==> config.mk <==
export PLATFORM = sky130hd
export DESIGN_NAME = multdiv_seq
export DESIGN_NICKNAME = d
export VERILOG_FILES = /design/src/rtl/multdiv_pkg.sv /design/src/rtl/multdiv_datapath.sv /design/src/rtl/multdiv_seq.sv
export SDC_FILE = /design/constraint.sdc
export NUM_CORES = 1
export LEC_CHECK = 0
export CAP_MARGIN = 20
export CELL_PAD_IN_SITES_DETAIL_PLACEMENT = 0
export CELL_PAD_IN_SITES_GLOBAL_PLACEMENT = 1
export CORE_MARGIN = 1
export CORE_UTILIZATION = 49
export DETAILED_ROUTE_END_ITERATION = 16
export PLACE_DENSITY_LB_ADDON = 0.1
export SLEW_MARGIN = 20
export SYNTH_ARGS = -nofsm -noshare
export SYNTH_HDL_FRONTEND = slang
export SYNTH_SLANG_ARGS = --single-unit
export TNS_END_PERCENT = 10
==> constraint.sdc <==
create_clock -name clock -period 7.1 [get_ports clock]
set_input_delay 1.42 -clock clock [delete_from_list [all_inputs] [get_ports clock]]
set_output_delay 1.42 -clock clock [all_outputs]
set_load 0.02 [all_outputs]
==> src/rtl/multdiv_pkg.sv <==
// rtl/multdiv_pkg.sv - shared types and constants for the sequential multiply/divide unit
package multdiv_pkg;

  localparam int                WIDTH       = 32;
  localparam logic [4:0]        ITER_LAST   = 5'd31;
  localparam logic [WIDTH-1:0]  ZERO_RESULT = '0;

  typedef enum logic [1:0] {
    ST_IDLE = 2'd0,
    ST_MUL  = 2'd1,
    ST_DIV  = 2'd2,
    ST_DONE = 2'd3
  } state_e;

  // Unsigned magnitude of a two's-complement value; INT_MIN maps to 2^(WIDTH-1).
  function automatic logic [WIDTH-1:0] magnitude(input logic [WIDTH-1:0] v);
    return v[WIDTH-1] ? (ZERO_RESULT - v) : v;
  endfunction

endpackage

==> src/rtl/multdiv_datapath.sv <==
// rtl/multdiv_datapath.sv - 64-bit shift-add / restoring-divide accumulator driven by FSM strobes
module multdiv_datapath
  import multdiv_pkg::*;
(
  input  logic                 clock,
  input  logic                 reset_n,
  input  logic                 load,
  input  logic [WIDTH-1:0]     load_lo,
  input  logic [WIDTH-1:0]     load_opnd,
  input  logic                 step_mul,
  input  logic                 step_div,
  output logic [2*WIDTH-1:0]   acc_next
);

  logic [2*WIDTH-1:0] acc_q, acc_d;
  logic [WIDTH-1:0]   opnd_q, opnd_d;
  logic [WIDTH:0]     sum;
  logic [WIDTH:0]     diff;

  // Next accumulator: multiply adds opnd into the high half then shifts right;
  // divide shifts left and keeps the trial subtraction when it does not borrow.
  always_comb begin
    acc_d  = acc_q;
    opnd_d = opnd_q;
    sum    = {1'b0, acc_q[2*WIDTH-1:WIDTH]} + {1'b0, opnd_q};
    diff   = acc_q[2*WIDTH-1:WIDTH-1] - {1'b0, opnd_q};
    if (load) begin
      acc_d  = {ZERO_RESULT, load_lo};
      opnd_d = load_opnd;
    end else if (step_mul) begin
      if (acc_q[0]) acc_d = {sum, acc_q[WIDTH-1:1]};
      else          acc_d = {1'b0, acc_q[2*WIDTH-1:1]};
    end else if (step_div) begin
      if (!diff[WIDTH]) acc_d = {diff[WIDTH-1:0], acc_q[WIDTH-2:0], 1'b1};
      else              acc_d = {acc_q[2*WIDTH-2:0], 1'b0};
    end
    acc_next = acc_d;
  end

  // Accumulator and operand registers.
  always_ff @(posedge clock or negedge reset_n) begin
    if (!reset_n) begin
      acc_q  <= '0;
      opnd_q <= '0;
    end else begin
      acc_q  <= acc_d;
      opnd_q <= opnd_d;
    end
  end

endmodule

==> src/rtl/multdiv_seq.sv <==
// rtl/multdiv_seq.sv - sequential signed multiply/divide unit; MULTDIV_OVF_EXC_EN enables overflow reporting
module multdiv_seq
  import multdiv_pkg::*;
(
  input  logic               clock,
  input  logic               reset_n,
  input  logic               ctrl_mult,
  input  logic               ctrl_div,
  input  logic [WIDTH-1:0]   data_a,
  input  logic [WIDTH-1:0]   data_b,
  output logic [WIDTH-1:0]   result,
  output logic               exception,
  output logic               result_ready,
  output logic               stall
);

  state_e             state_q, state_d;
  logic [4:0]         cnt_q, cnt_d;
  logic               neg_q, neg_d;
  logic [WIDTH-1:0]   result_q, result_d;
  logic               exc_q, exc_d;
  logic               ready_q, ready_d;

  logic               accept;
  logic               dp_load;
  logic [WIDTH-1:0]   mag_a, mag_b, load_lo, load_opnd;
  logic [2*WIDTH-1:0] acc_next, product;
  logic [WIDTH-1:0]   quotient;
  logic               ovf_mul, ovf_div;

  multdiv_datapath u_datapath (
    .clock     (clock),
    .reset_n   (reset_n),
    .load      (dp_load),
    .load_lo   (load_lo),
    .load_opnd (load_opnd),
    .step_mul  (state_q == ST_MUL),
    .step_div  (state_q == ST_DIV),
    .acc_next  (acc_next)
  );

  // Next-state, counter, sign and registered-output logic.
  always_comb begin
    state_d  = state_q;
    cnt_d    = cnt_q;
    neg_d    = neg_q;
    result_d = result_q;
    exc_d    = exc_q;
    ready_d  = 1'b0;

    accept    = (ctrl_mult | ctrl_div) & ((state_q == ST_IDLE) | (state_q == ST_DONE));
    dp_load   = accept;
    mag_a     = magnitude(data_a);
    mag_b     = magnitude(data_b);
    load_lo   = ctrl_mult ? mag_b : mag_a;
    load_opnd = ctrl_mult ? mag_a : mag_b;

    product  = neg_q ? ('0 - acc_next) : acc_next;
    quotient = neg_q ? (ZERO_RESULT - acc_next[WIDTH-1:0]) : acc_next[WIDTH-1:0];
    ovf_mul  = product[2*WIDTH-1:WIDTH] != {WIDTH{product[WIDTH-1]}};
    // Only INT_MIN / -1 yields an unnegated quotient magnitude of 2^(WIDTH-1).
    ovf_div  = ~neg_q & acc_next[WIDTH-1];

    case (state_q)
      ST_IDLE, ST_DONE: begin
        state_d = ST_IDLE;
        if (accept) begin
          result_d = ZERO_RESULT;
          exc_d    = 1'b0;
          cnt_d    = '0;
          neg_d    = data_a[WIDTH-1] ^ data_b[WIDTH-1];
          if (ctrl_mult) begin
            state_d = ST_MUL;
          end else if (data_b == ZERO_RESULT) begin
            state_d = ST_DONE;
            exc_d   = 1'b1;
            ready_d = 1'b1;
          end else begin
            state_d = ST_DIV;
          end
        end
      end
      ST_MUL, ST_DIV: begin
        if (cnt_q == ITER_LAST) begin
          state_d  = ST_DONE;
          ready_d  = 1'b1;
          result_d = (state_q == ST_MUL) ? product[WIDTH-1:0] : quotient;
`ifdef MULTDIV_OVF_EXC_EN
          exc_d    = (state_q == ST_MUL) ? ovf_mul : ovf_div;
`else
          exc_d    = 1'b0;
`endif
        end else begin
          cnt_d = cnt_q + 5'd1;
        end
      end
      default: state_d = ST_IDLE;
    endcase
  end

  // FSM and output registers; reset abandons any operation in flight.
  always_ff @(posedge clock or negedge reset_n) begin
    if (!reset_n) begin
      state_q  <= ST_IDLE;
      cnt_q    <= '0;
      neg_q    <= 1'b0;
      result_q <= ZERO_RESULT;
      exc_q    <= 1'b0;
      ready_q  <= 1'b0;
    end else begin
      state_q  <= state_d;
      cnt_q    <= cnt_d;
      neg_q    <= neg_d;
      result_q <= result_d;
      exc_q    <= exc_d;
      ready_q  <= ready_d;
    end
  end

  // Stall covers the acceptance cycle and every iteration cycle.
  always_comb begin
    stall = reset_n & (accept | (state_q == ST_MUL) | (state_q == ST_DIV));
  end

  assign result       = result_q;
  assign exception    = exc_q;
  assign result_ready = ready_q;

endmodule

==> impl_results.html <==
<table>
<tr><th>Metric</th><th>Value</th></tr>
<tr><th colspan="2">Yosys</th></tr>
<tr><td>Post-synth top area share</td><td>25.8%</td></tr>
<tr><td>Total of flip-flops plus latches after synthesis</td><td>138</td></tr>
<tr><td>Number of unique standard cell types used by synthesis</td><td>91</td></tr>
<tr><td>Post-synthesis async set-or-reset flop share</td><td>100%</td></tr>
<tr><td>Instance count of the mapped netlist</td><td>1665</td></tr>
<tr><td>Net count after synthesis</td><td>1806</td></tr>
<tr><td>Leading area contributor after synthesis</td><td>dfrtp_1</td></tr>
<tr><td>Post-synthesis average cell area</td><td>8.03 um^2</td></tr>
<tr><td>Commonest register cell after synthesis</td><td>dfrtp_1</td></tr>
<tr><td>Netlist area before placement</td><td>13400 um^2</td></tr>
<tr><td>Ys Warns</td><td>0</td></tr>
<tr><td>Count of flip-flops with a built-in enable after synthesis</td><td>0</td></tr>
<tr><td>Share of synthesized area occupied by flip-flops and latches</td><td>25.8%</td></tr>
<tr><td>Top cells by area in the synthesized netlist</td><td>dfrtp_1 (26%), ha_1 (6.6%), o21ai_0 (5.4%)</td></tr>
<tr><th colspan="2">Pwr</th></tr>
<tr><td>Power density relative to cell area</td><td>492 nW/um^2</td></tr>
<tr><td>Final Power</td><td>7.51 mW</td></tr>
<tr><td>Maximum VDD drop</td><td>0.194 mV</td></tr>
<tr><td>Total leakage power</td><td>6.22 nW</td></tr>
<tr><th colspan="2">Worst setup path</th></tr>
<tr><td>Worst reg2reg endpoint</td><td>result[28]$_DFFE_PN0P_</td></tr>
<tr><td>Cell at the slowest stage of the critical path</td><td>or4_4</td></tr>
<tr><td>Critical path's largest stage delay</td><td>550 ps</td></tr>
<tr><td>Flop-to-flop setup slack</td><td>1630 ps</td></tr>
<tr><td>Crit path buffers/inverters</td><td>4</td></tr>
<tr><td>Startpoint of the worst-slack reg-to-reg timing path</td><td>u_datapath.acc_q[31]$_DFF_PN0_</td></tr>
<tr><td>Crit path max-delay family</td><td>compound AO/OA/AOI/OAI gates</td></tr>
<tr><td>CP Data Arrival Time</td><td>5760 ps</td></tr>
<tr><td>Data required time at the worst endpoint</td><td>7390 ps</td></tr>
<tr><td>Length in cells of the worst reg-to-reg path</td><td>20</td></tr>
<tr><td>Endpoint class of the critical path</td><td>flop</td></tr>
<tr><td>Worst path cell trace</td><td>inv_1, ha_1, inv_1, fa_1, a211oi_1, o21ai_0, o311a_1, o21a_1, o32a_1, a31oi_1, buf_4, ha_1, inv_1, a31o_2, or4_4, or4_4, nand4b_4, o41ai_2, xnor2_1, o21ai_1</td></tr>
<tr><td>Worst Setup Path Type</td><td>flop to flop</td></tr>
<tr><td>Max FO, Critical Path</td><td>7</td></tr>
<tr><td>Library cell appearing most often on the critical path</td><td>inv_1</td></tr>
<tr><td>Crit path launch type</td><td>flop</td></tr>
<tr><th colspan="2">STA</th></tr>
<tr><td>Number of slew-limit violations in the final report</td><td>0</td></tr>
<tr><td>Hold Fails Final Rpt</td><td>0</td></tr>
<tr><td>Fin worst setup slack</td><td>1630 ps</td></tr>
<tr><td>Maximum clock frequency</td><td>183 MHz</td></tr>
<tr><td>Unrepaired setup endpoints after global routing</td><td>no</td></tr>
<tr><td>Setup violations, final</td><td>0</td></tr>
<tr><td>Worst-Margin Slew</td><td>1030 ps</td></tr>
<tr><td>Headroom to the max-slew limit</td><td>31.2%</td></tr>
<tr><td>Post-route fraction of the period consumed by the critical path</td><td>77.0%</td></tr>
<tr><td>Final Skew</td><td>17.4 ps</td></tr>
<tr><td>Period minus WS final</td><td>5470 ps</td></tr>
<tr><td>Total negative slack</td><td>0 ps</td></tr>
<tr><th colspan="2">Clock network</th></tr>
<tr><td>Number of buffers inserted by hold repair at cts</td><td>0</td></tr>
<tr><td>Worst-Skew Late Latency</td><td>440 ps</td></tr>
<tr><td>Number of H-tree branching levels</td><td>4</td></tr>
<tr><td>Total of cells resized after clock tree synthesis</td><td>0</td></tr>
<tr><td>Root Buffer Master</td><td>clkbuf_16</td></tr>
<tr><td>TritonCTS Sinks</td><td>138</td></tr>
<tr><td>Post-CTS Setup Repair Bufs</td><td>0</td></tr>
<tr><td>CTS tree</td><td>built</td></tr>
<tr><td>Clock buffer count from CTS</td><td>17</td></tr>
<tr><td>Max clock buf depth</td><td>2</td></tr>
<tr><td>Clock slew at reported path FFs</td><td>70 ps</td></tr>
<tr><th colspan="2">GRT</th></tr>
<tr><td>Overall routing resource usage</td><td>32.8%</td></tr>
<tr><td>Residual overflow from global routing</td><td>0</td></tr>
<tr><td>Antenna violations before repair</td><td>0</td></tr>
<tr><td>Pin count of the biggest net entering global routing</td><td>76</td></tr>
<tr><td>Wire length of the first global-routing pass</td><td>71.7 mm</td></tr>
<tr><td>Number of global-route vias before repair</td><td>12631</td></tr>
<tr><th colspan="2">Route</th></tr>
<tr><td>Post-route DRC</td><td>0</td></tr>
<tr><td>Detailed-route via count</td><td>13259</td></tr>
<tr><td>Post-DR wirelength/cell</td><td>22.0 um</td></tr>
<tr><td>Routed Antenna Nets</td><td>0</td></tr>
<tr><td>Average via count per standard cell</td><td>6.41</td></tr>
<tr><td>Number of DRC markers after the initial detailed-route iteration</td><td>1006</td></tr>
<tr><td>Number of detailed-routing iterations run before antenna repair</td><td>6</td></tr>
<tr><td>Total length of routed wires</td><td>45.5 mm</td></tr>
<tr><th colspan="2">Outcome</th></tr>
<tr><td>Outcome</td><td>completed</td></tr>
<tr><th colspan="2">Floorplanning</th></tr>
<tr><td>Vertical die dimension</td><td>167 um</td></tr>
<tr><td>Die Span X</td><td>167 um</td></tr>
<tr><td>Total number of placement rows</td><td>60</td></tr>
<tr><td>Effective utilization at floorplan</td><td>49.7%</td></tr>
<tr><td>Core region area</td><td>26900 um^2</td></tr>
<tr><td>Top-Level Pins</td><td>103</td></tr>
<tr><td>Total die area</td><td>27900 um^2</td></tr>
<tr><th colspan="2">Worst hold path</th></tr>
<tr><td>Worst hold start</td><td>result[2]$_DFFE_PN0P_</td></tr>
<tr><td>Hold Path Stages</td><td>2</td></tr>
<tr><td>End point of the most critical hold path</td><td>result[2]$_DFFE_PN0P_</td></tr>
<tr><td>Type of the most critical hold path</td><td>flop to flop</td></tr>
<tr><th colspan="2">Placement</th></tr>
<tr><td>Post-detailed-placement half-perimeter wirelength</td><td>34.0 mm</td></tr>
<tr><td>Port Buffers</td><td>102</td></tr>
<tr><td>Weighted congestion at the end of routability-driven global placement</td><td>0.962</td></tr>
<tr><td>Pre-CTS setup slack</td><td>1360 ps</td></tr>
<tr><th colspan="2">Cells and area</th></tr>
<tr><td>Ratio of cells with drive above 1 in the final layout</td><td>7.24%</td></tr>
<tr><td>Number of inserted filler cells in the final layout</td><td>2509</td></tr>
<tr><td>Net count, final</td><td>1855</td></tr>
<tr><td>Growth of design area from synthesis to finish</td><td>14.2%</td></tr>
<tr><td>Antenna cell count</td><td>0</td></tr>
<tr><th colspan="2">Flow run</th></tr>
<tr><td>Number of violations of the max-capacitance limit</td><td>0</td></tr>
</table>
[where the power goes]
| group | switching [mW] | total, mW | internal (mW) |
|---|---|---|---|
| clock network | 0.389 | 1.00 | 0.613 |
| registers | 0.302 | 1.37 | 1.07 |
| logic | 3.13 | 5.14 | 2.01 |
| total | 3.82 | 7.51 | 3.69 |
[worst register-to-register path, cell delays in order, from the launching register on]
cell	delay [ps]
dfrtp_1	370
inv_1	100
ha_1	180
inv_1	60
fa_1	420
a211oi_1	250
o21ai_0	250
o311a_1	440
o21a_1	230
o32a_1	450
a31oi_1	210
buf_4	180
ha_1	160
inv_1	50
a31o_2	220
or4_4	430
or4_4	550
nand4b_4	230
o41ai_2	350
xnor2_1	150
o21ai_1	70
[cells by family (layout without fill, tap and decap cells)]
kind of cell,Yosys count,after routing,share of synthesized area [%]
compound gates,544,544,26.8
xor+xnor,139,139,9.16
fa+ha+maj,73,73,6.94
buf+inv,174,236,5.47
flops,138,138,25.8
mux,78,78,5.96
simple gates,519,519,19.8
[how the worst max path moves through the flow]
| stage | start | end | slack (ps) | depth (start not counted) |
|---|---|---|---|---|
| finish | u_datapath.acc_q[31]$_DFF_PN0_ | result[28]$_DFFE_PN0P_ | 1630 | 20 |
| global route | u_datapath.acc_q[31]$_DFF_PN0_ | result[28]$_DFFE_PN0P_ | 1420 | 20 |
| CTS | u_datapath.acc_q[31]$_DFF_PN0_ | result[28]$_DFFE_PN0P_ | 1630 | 20 |
| detailed placement | ctrl_mult | result[28]$_DFFE_PN0P_ | 1360 | 14 |
| global placement | ctrl_mult | result[28]$_DFFE_PN0P_ | 1400 | 14 |
| floorplan | ctrl_mult | result[28]$_DFFE_PN0P_ | 2130 | 15 |
[layout by cell type (no fill, tap or decap), types with 6 or more instances in the layout]
cell             count
a21o_1              25
o21ai_1             12
o41ai_1             11
nand4_1             16
ha_1                69
nand2b_1            21
o21a_1               9
o221ai_1            18
a22oi_1             21
or3_1               19
nand3b_1             6
o22ai_1             26
o21ai_0            145
and3_1              20
mux2i_1             65
buf_4               29
and2_1               9
a221oi_1            12
nor4_1              15
or4_1               13
a41oi_1              7
clkbuf_16           17
nand3_1             54
xor2_1              67
or2_2                9
dfrtp_1            138
inv_1               73
o211ai_1            16
a31oi_1             20
o31ai_1             26
nor3_1              35
xnor2_1             71
nor2_1             112
a21oi_1            107
a211oi_1            25
nand2_1            147
clkdlybuf4s50_1    101
mux2_2              13
nor2b_1             10
[layout make-up]
| type | count | area, um^2 | share of cell area (%) |
|---|---|---|---|
| multi-input combinational | 1353 | 9230 | 60.4 |
| sequential | 138 | 3450 | 22.6 |
| timing repair buffer | 131 | 1240 | 8.12 |
| clock buffer | 20 | 457 | 2.99 |
| tap | 341 | 427 | 2.80 |
| inverter | 73 | 274 | 1.80 |
| clock inverter | 12 | 186 | 1.22 |
[stage by stage]
stage | cell area, um^2 | utilization, % | cells | hold WS (ps)
2_1_floorplan | 13400 | - | 1665 | 473
3_3_place_gp | 14600 | 54.4 | 2036 | 469
3_5_place_dp | 14600 | 54.4 | 2036 | 475
4_1_cts | 15300 | 56.8 | 2068 | 494
5_1_grt | 15300 | 56.8 | 2068 | 510
6_report | 15300 | 56.8 | 2068 | 482
[registers in the layout (all words and copies together) (netlist names)]
name / count
result: 32
exception: 1
neg_q: 1
u_datapath.acc_q: 64
state_q: 2
result_ready: 1
cnt_q: 5
u_datapath.opnd_q: 32
[synth_stat cells, types with 20 or more instances]
master    number
a22oi_1       21
nor3_1        35
dfrtp_1      138
xor2_1        67
clkbuf_1      71
o22ai_1       26
and3_1        20
o21ai_0      145
nand3_1       54
nand2b_1      21
o31ai_1       26
a21oi_1      108
mux2i_1       65
a21o_1        25
nand2_1      147
ha_1          71
xnor2_1       71
a211oi_1      25
a31oi_1       20
inv_1         73
nor2_1       113
[routing by layer]
metal	wire length, um	vias to the layer above	part of all wire (%)	track usage (%)
met5	0	-	0	0
met4	1340	0	2.9	12.2
met3	2680	97	5.9	4.09
met2	21400	495	47	54.3
met1	20100	6372	44	43.7
li1	-	6295	-	-
Power figures use the tool's default switching activity.
